### src/rtl/arcade_input_pkg.sv
// Shared definitions for the Rush'n Attack input stage: PS/2 scancodes,
// joystick bit positions, key-vector indices and control-word helpers.
package arcade_input_pkg;

   localparam logic [8:0] SC_UP      = 9'h075;
   localparam logic [8:0] SC_DOWN    = 9'h072;
   localparam logic [8:0] SC_LEFT    = 9'h06B;
   localparam logic [8:0] SC_RIGHT   = 9'h074;
   localparam logic [8:0] SC_TRIG1   = 9'h029;
   localparam logic [8:0] SC_TRIG2   = 9'h014;
   localparam logic [8:0] SC_F1      = 9'h005;
   localparam logic [8:0] SC_F2      = 9'h006;
   localparam logic [8:0] SC_START1  = 9'h016;
   localparam logic [8:0] SC_START2  = 9'h01E;
   localparam logic [8:0] SC_COIN1   = 9'h02E;
   localparam logic [8:0] SC_COIN2   = 9'h036;
   localparam logic [8:0] SC_UP2     = 9'h02D;
   localparam logic [8:0] SC_DOWN2   = 9'h02B;
   localparam logic [8:0] SC_LEFT2   = 9'h023;
   localparam logic [8:0] SC_RIGHT2  = 9'h034;
   localparam logic [8:0] SC_TRIG1_2 = 9'h01C;
   localparam logic [8:0] SC_TRIG2_2 = 9'h01B;

   localparam int JB_R      = 0;
   localparam int JB_L      = 1;
   localparam int JB_D      = 2;
   localparam int JB_U      = 3;
   localparam int JB_TRIG1  = 4;
   localparam int JB_TRIG2  = 5;
   localparam int JB_START1 = 6;
   localparam int JB_START2 = 7;
   localparam int JB_COIN   = 8;

   localparam int NUM_KEYS = 18;

   localparam logic [4:0] K_UP      = 5'd0;
   localparam logic [4:0] K_DOWN    = 5'd1;
   localparam logic [4:0] K_LEFT    = 5'd2;
   localparam logic [4:0] K_RIGHT   = 5'd3;
   localparam logic [4:0] K_TRIG1   = 5'd4;
   localparam logic [4:0] K_TRIG2   = 5'd5;
   localparam logic [4:0] K_F1      = 5'd6;
   localparam logic [4:0] K_F2      = 5'd7;
   localparam logic [4:0] K_START1  = 5'd8;
   localparam logic [4:0] K_START2  = 5'd9;
   localparam logic [4:0] K_COIN1   = 5'd10;
   localparam logic [4:0] K_COIN2   = 5'd11;
   localparam logic [4:0] K_UP2     = 5'd12;
   localparam logic [4:0] K_DOWN2   = 5'd13;
   localparam logic [4:0] K_LEFT2   = 5'd14;
   localparam logic [4:0] K_RIGHT2  = 5'd15;
   localparam logic [4:0] K_TRIG1_2 = 5'd16;
   localparam logic [4:0] K_TRIG2_2 = 5'd17;
   localparam logic [4:0] K_NONE    = 5'd31;

   typedef struct packed {
      logic trig2;
      logic trig1;
      logic left;
      logic down;
      logic right;
      logic up;
   } ctl_t;

   typedef enum logic {
      ST_WAIT  = 1'b0,
      ST_ARMED = 1'b1
   } latch_state_t;

   // Directions match on the low byte so both plain and E0-prefixed arrows work.
   function automatic logic [4:0] key_index(input logic [8:0] code);
      logic [4:0] idx;
      idx = K_NONE;
      case (code[7:0])
         SC_UP[7:0]:    idx = K_UP;
         SC_DOWN[7:0]:  idx = K_DOWN;
         SC_LEFT[7:0]:  idx = K_LEFT;
         SC_RIGHT[7:0]: idx = K_RIGHT;
         default:       idx = K_NONE;
      endcase
      if (idx == K_NONE) begin
         case (code)
            SC_TRIG1:   idx = K_TRIG1;
            SC_TRIG2:   idx = K_TRIG2;
            SC_F1:      idx = K_F1;
            SC_F2:      idx = K_F2;
            SC_START1:  idx = K_START1;
            SC_START2:  idx = K_START2;
            SC_COIN1:   idx = K_COIN1;
            SC_COIN2:   idx = K_COIN2;
            SC_UP2:     idx = K_UP2;
            SC_DOWN2:   idx = K_DOWN2;
            SC_LEFT2:   idx = K_LEFT2;
            SC_RIGHT2:  idx = K_RIGHT2;
            SC_TRIG1_2: idx = K_TRIG1_2;
            SC_TRIG2_2: idx = K_TRIG2_2;
            default:    idx = K_NONE;
         endcase
      end
      return idx;
   endfunction

   function automatic ctl_t socd_clean(input ctl_t c);
      ctl_t r;
      r = c;
      if (c.up && c.down) begin
         r.up   = 1'b0;
         r.down = 1'b0;
      end
      if (c.left && c.right) begin
         r.left  = 1'b0;
         r.right = 1'b0;
      end
      return r;
   endfunction

endpackage

### src/rtl/arcade_input_ctrl_ps2_key_latch.sv
// PS/2 event capture: arms one clock after reset release, then turns each
// toggle change of ps2_key[10] into a press/release of the decoded key latch.
//
// state    | meaning
// ST_WAIT  | just out of reset; sample toggle, no decode
// ST_ARMED | toggle change = one key event
module ps2_key_latch
   import arcade_input_pkg::*;
(
   input  logic                clk_sys,
   input  logic                reset_n,
   input  logic [10:0]         ps2_key,
   output logic [NUM_KEYS-1:0] keys
);

   latch_state_t        state;
   latch_state_t        state_nxt;
   logic                prev_tog;
   logic                evt;
   logic [4:0]          idx;
   logic [NUM_KEYS-1:0] keys_nxt;

   always_ff @(posedge clk_sys or negedge reset_n) begin
      if (!reset_n) begin
         state    <= ST_WAIT;
         prev_tog <= 1'b0;
         keys     <= '0;
      end else begin
         state    <= state_nxt;
         prev_tog <= ps2_key[10];
         keys     <= keys_nxt;
      end
   end

   always_comb begin
      state_nxt = state;
      evt       = 1'b0;
      case (state)
         ST_WAIT:  state_nxt = ST_ARMED;
         ST_ARMED: evt = (ps2_key[10] != prev_tog);
         default:  state_nxt = ST_WAIT;
      endcase
   end

   always_comb begin
      keys_nxt = keys;
      idx      = key_index(ps2_key[8:0]);
      if (evt && (idx != K_NONE)) begin
         keys_nxt[idx] = ps2_key[9];
      end
   end

endmodule

### src/rtl/arcade_input_ctrl.sv
// Input stage top: merges PS/2 keys and two joysticks into INP0/INP1/INP2
// with optional SOCD cleaning, upright P2->P1 merge and a fixed coin pulse.
module arcade_input_ctrl
   import arcade_input_pkg::*;
#(
   parameter int COIN_CYC   = 2400000,
   parameter int SOCD_CLEAR = 1
) (
   input  logic        clk_sys,
   input  logic        reset_n,
   input  logic [10:0] ps2_key,
   input  logic [15:0] joy1,
   input  logic [15:0] joy2,
   input  logic        cabinet,
   output logic [5:0]  inp0,
   output logic [5:0]  inp1,
   output logic [2:0]  inp2
);

   localparam int CW = $clog2(COIN_CYC + 1);

   logic [NUM_KEYS-1:0] keys;
   ctl_t                kp1, kp2, jp1, jp2;
   ctl_t                p1_raw, p2_raw, p1_cln, p2_cln;
   ctl_t                p1_q, p2_q;
   logic                start1, start2, coin_raw;
   logic [1:0]          start_q;
   logic                coin_q, coin_q2, coin_rise;
   logic [CW-1:0]       coin_cnt;
   logic                unused_joy_bits;

   assign unused_joy_bits = &{1'b0, joy1[15:9], joy2[15:9]};

   ps2_key_latch u_key_latch (
      .clk_sys (clk_sys),
      .reset_n (reset_n),
      .ps2_key (ps2_key),
      .keys    (keys)
   );

   always_comb begin
      kp1 = '{trig2: keys[K_TRIG2],   trig1: keys[K_TRIG1],
              left:  keys[K_LEFT],    down:  keys[K_DOWN],
              right: keys[K_RIGHT],   up:    keys[K_UP]};
      kp2 = '{trig2: keys[K_TRIG2_2], trig1: keys[K_TRIG1_2],
              left:  keys[K_LEFT2],   down:  keys[K_DOWN2],
              right: keys[K_RIGHT2],  up:    keys[K_UP2]};
      jp1 = '{trig2: joy1[JB_TRIG2],  trig1: joy1[JB_TRIG1],
              left:  joy1[JB_L],      down:  joy1[JB_D],
              right: joy1[JB_R],      up:    joy1[JB_U]};
      jp2 = '{trig2: joy2[JB_TRIG2],  trig1: joy2[JB_TRIG1],
              left:  joy2[JB_L],      down:  joy2[JB_D],
              right: joy2[JB_R],      up:    joy2[JB_U]};

      p2_raw = kp2 | jp2;
      p1_raw = kp1 | jp1 | (cabinet ? ctl_t'('0) : p2_raw);

      p1_cln = (SOCD_CLEAR != 0) ? socd_clean(p1_raw) : p1_raw;
      p2_cln = (SOCD_CLEAR != 0) ? socd_clean(p2_raw) : p2_raw;

      start1   = keys[K_F1] | keys[K_START1] | joy1[JB_START1] | joy2[JB_START1];
      start2   = keys[K_F2] | keys[K_START2] | joy1[JB_START2] | joy2[JB_START2];
      coin_raw = keys[K_F1] | keys[K_F2] | keys[K_COIN1] | keys[K_COIN2]
               | joy1[JB_COIN] | joy2[JB_COIN];
   end

   assign coin_rise = coin_q & ~coin_q2;

   // Coin history resets high so a coin held through reset is not an edge.
   always_ff @(posedge clk_sys or negedge reset_n) begin
      if (!reset_n) begin
         p1_q     <= '0;
         p2_q     <= '0;
         start_q  <= '0;
         coin_q   <= 1'b1;
         coin_q2  <= 1'b1;
         coin_cnt <= '0;
      end else begin
         p1_q     <= p1_cln;
         p2_q     <= p2_cln;
         start_q  <= {start2, start1};
         coin_q   <= coin_raw;
         coin_q2  <= coin_q;
         if (coin_cnt != '0) begin
            coin_cnt <= coin_cnt - CW'(1);
         end else if (coin_rise) begin
            coin_cnt <= CW'(COIN_CYC);
         end
      end
   end

   assign inp0 = p1_q;
   assign inp1 = p2_q;
   assign inp2 = {(coin_cnt != '0), start_q};

endmodule
### config.mk
export PLATFORM = sky130hd
export DESIGN_NAME = arcade_input_ctrl
export DESIGN_NICKNAME = d
export VERILOG_FILES = /design/src/rtl/arcade_input_pkg.sv /design/src/rtl/arcade_input_ctrl_ps2_key_latch.sv /design/src/rtl/arcade_input_ctrl.sv
export SDC_FILE = /design/constraint.sdc
export NUM_CORES = 1
export LEC_CHECK = 0
export BUFFER_PORTS_ARGS = -buffer_cell sky130_fd_sc_hd__buf_4
export CAP_MARGIN = 0
export CORE_UTILIZATION = 25
export CTS_BUF_LIST = sky130_fd_sc_hd__clkbuf_2
export CTS_CLUSTER_DIAMETER = 200
export DETAILED_ROUTE_END_ITERATION = 10
export SLEW_MARGIN = 15
export SYNTH_ARGS = -nofsm -noshare
export SYNTH_HDL_FRONTEND = slang
export SYNTH_SLANG_ARGS = --single-unit
### constraint.sdc
create_clock -name clk_sys -period 5.7 [get_ports clk_sys]
set_input_delay 1.14 -clock clk_sys [delete_from_list [all_inputs] [get_ports clk_sys]]
set_output_delay 1.14 -clock clk_sys [all_outputs]
set_load 0.005 [all_outputs]
==> qor.txt <==
status = completed
# rows = 40
design area = 0.003759 mm²
antenna cell count = 0
CP Capture Type = output pin
Total GRT Usage = 0.1103
worst r2r src = coin_cnt[0]$_DFFE_PN0P_
Worst-Margin Slew = 0.7131 ns
H-tree lvl count = 3
Final ANT Viol Nets = 0
CP required = 4.56 ns
Top Family by Delay on Critical Path = simple AND/OR/NAND/NOR gates
reg2reg path depth = 8
first-pass detailed-route iteration total = 5
RSZ-0062 raised after global routing = false
Initial DRC Count = 130
final setup margin = 2.112 ns
net load switching power = 201.5 µW
drt total wl = 6572 µm
Comb pwr share = 0.111
Crit Path Max Fanout = 5
residual DRC count = 0
CTS sink cnt = 58
Switching Share = 0.2641
Starting Density = 0.2600
worst skew pair latency = 0.50 ns
placed cell area = 0.003650 mm²
setup bufs post-CTS = 0
Die X = 114.7 µm
critical path class = reg -> out
Async SR Flop Fraction = 1.000
crit-path cells = inv_1, ha_1, or3b_2, nor4_4, nand3_1, buf_4
Seq/Total Area, Yosys = 0.4578
clock power share = 0.330
core footprint = 0.01221 mm²
Main synth FF type = dfrtp_1
GR met2 Demand/Resource = 0.1859
Syn Area/Cell = 10.62 µm²
Post-Route Utilization = 0.3078
CTS resizes = 0
Synth area leader = dfrtp_1
power per cell area = 202.9 mW/mm²
Hold Path Depth = 0
CTS tree = yes
crit share post-route = 0.6294
Fmax = 278.7 MHz
initial antenna violation count = 0
final hold violation count = 0
vias in the first global route = 2336
Post-CTS Hold Fix Bufs = 0
Clock Path Buffers = 2
largest net degree at the start of global routing = 59
nets = 399
clock slew at reported path FFs = 0.16 ns
Int Pwr = 561.3 µW
global-route wire length before repair = 11230 µm
grt peak-use layer = met2
Mapped Area = 0.003176 mm²
Worst Hold End = coin_q2$_DFF_PN1_
total gr overflow = 0
CTS root buffer = clkbuf_2
dominant cells by area after synthesis = dfrtp_1 (44%), mux2_2 (3.5%), nor2_1 (3.1%), mux2_1 (2.8%), nand2_1 (2.8%)
port bufs = 46
CP peak stage delay = 0.52 ns
Layout area overhead = 18.36%
Setup TNS = 0 ns
worst path buffer plus inverter count = 2
RR Endpoint = coin_cnt[11]$_DFFE_PN0P_
Crit-path slowest cell = or3b_2
Yosys top cell area share = 0.4413
layout cells sized above 1 = 0.2707
met3 GRT Util = 0.02806
post-DR wirelength/cell = 12.66 µm
post-detail-place hpwl = 4990 µm
RePlAce Congestion = 0.7828
Die ar. = 0.01316 mm²
synthesized net count = 352
P_leak = 1.599 nW
Setup Viol. Count Final = 0
Maximum Capacitance Violations = 0
Yosys cell types = 69
R2R setup slack = 3.13 ns
Reg power frac = 0.558
FF+latch area = 0.001454 mm²
Yosys reg bits = 58
YS warnings = 0
Max VDD drop = 0.00008287 V
Hold Crit Class = reg -> reg
hold path start = coin_q$_DFF_PN1_
Setup Skew = 0.02640 ns
Vias per Instance = 4.586
CP arrival = 2.45 ns
Post-synth EDFFs = 0
multi-input combinational cell area = 0.001610 mm²
Critical Path Source Type = register
Tmin final = 3.588 ns
Ports = 61
Die Ht = 114.7 µm
CTS Buf Count = 9
vias = 2380
Synth Instances = 299
Slew HR = 0.5246
GR Layer Usage met1 = 0.1351
dpl ws = 2.391 ns
Filler cells = 1299
final slew viol count = 0
## routing by layer
layer,part of all wire,vias to the layer above
li1,-,1178
met1,0.45,1150
met2,0.50,43
met3,0.039,9
met4,0.015,0
met5,0,-
## cell families (layout without fill, tap and decap cells)
kind of cell / Yosys count / count (layout) / synth area share
other cells: 1 / 1 / 0.001181
xor+xnor: 12 / 12 / 0.03310
simple gates: 133 / 133 / 0.2557
buf+inv: 18 / 70 / 0.03506
mux: 23 / 23 / 0.07959
compound gates: 47 / 47 / 0.1099
flops: 58 / 58 / 0.4578
fa+ha+maj: 7 / 7 / 0.02758
## state kept, by name, indices dropped and copies added (netlist names)
| name | count |
|---|---|
| coin_q | 1 |
| u_key_latch.keys | 18 |
| coin_q2 | 1 |
| u_key_latch.state | 1 |
| start_q | 2 |
| coin_cnt | 22 |
| u_key_latch.prev_tog | 1 |
| inp1 | 6 |
| inp0 | 6 |
## cells in the mapped netlist (3+ instances only)
library cell	n
dfrtp_1	56
nor2_1	26
nand2_1	24
nor3_1	15
o21ai_0	14
nand3_1	12
mux2_2	10
nand3b_1	10
inv_1	8
mux2_1	8
xor2_1	8
ha_1	7
nor4_1	7
nand2b_1	6
a21oi_1	5
mux2i_1	5
buf_6	4
xnor2_1	4
a21o_1	3
buf_4	3
or3_1	3
## layout by cell type (no fill, tap or decap), drive strengths merged, types with 4 or more instances in the layout
cell / synthesis / routed
a21oi: 6 / 6
buf: 9 / 46
clkbuf: 1 / 10
dfrtp: 56 / 56
ha: 7 / 7
inv: 8 / 8
mux2: 18 / 18
mux2i: 5 / 5
nand2: 24 / 24
nand2b: 6 / 6
nand3: 13 / 13
nand3b: 11 / 11
nor2: 26 / 26
nor3: 16 / 16
nor4: 10 / 10
o21ai: 17 / 17
or3: 4 / 4
xnor2: 4 / 4
xor2: 8 / 8
## power groups by stage
stage               sequential (mW)  clock (mW)  combinational (mW)
floorplan                     0.434           0              0.0418
global placement              0.434           0              0.0851
detailed placement            0.434           0              0.0862
CTS                           0.426       0.261              0.0862
global route                  0.428       0.285              0.0950
finish                        0.426       0.252              0.0849
## worst max path at each step
stage / start / endpoint / slack [ns] / cells after the start
detailed placement: ps2_key[0] / u_key_latch.keys[17]$_DFFE_PN0P_ / 2.39 / 9
finish: coin_cnt[0]$_DFFE_PN0P_ / inp2[2] / 2.11 / 6
floorplan: ps2_key[0] / u_key_latch.keys[14]$_DFFE_PN0P_ / 2.79 / 8
global placement: ps2_key[0] / u_key_latch.keys[17]$_DFFE_PN0P_ / 2.42 / 9
CTS: coin_cnt[0]$_DFFE_PN0P_ / inp2[2] / 2.07 / 6
global route: coin_cnt[0]$_DFFE_PN0P_ / inp2[2] / 1.90 / 6
## per-stage QoR
| stage | cells | hold slack (ns) | total power, mW |
|---|---|---|---|
| after floorplan | 299 | 0.3542 | 0.4757 |
| after global placement | 503 | 0.3578 | 0.5187 |
| after detailed placement | 503 | 0.3668 | 0.5201 |
| after CTS | 519 | 0.3883 | 0.7730 |
| after global routing | 519 | 0.3979 | 0.8072 |
| final | 519 | 0.3870 | 0.7627 |
## final cells by class
class                   count  share of cell area
multi-input cells         223              0.4284
well taps                 168             0.05593
flip-flops and latches     58              0.3868
repair buffers             46             0.09188
clock inverters             6             0.01565
inverters                   8            0.007989
clock buffers              10             0.01332
No activity file was read; power rests on OpenSTA's default activity.
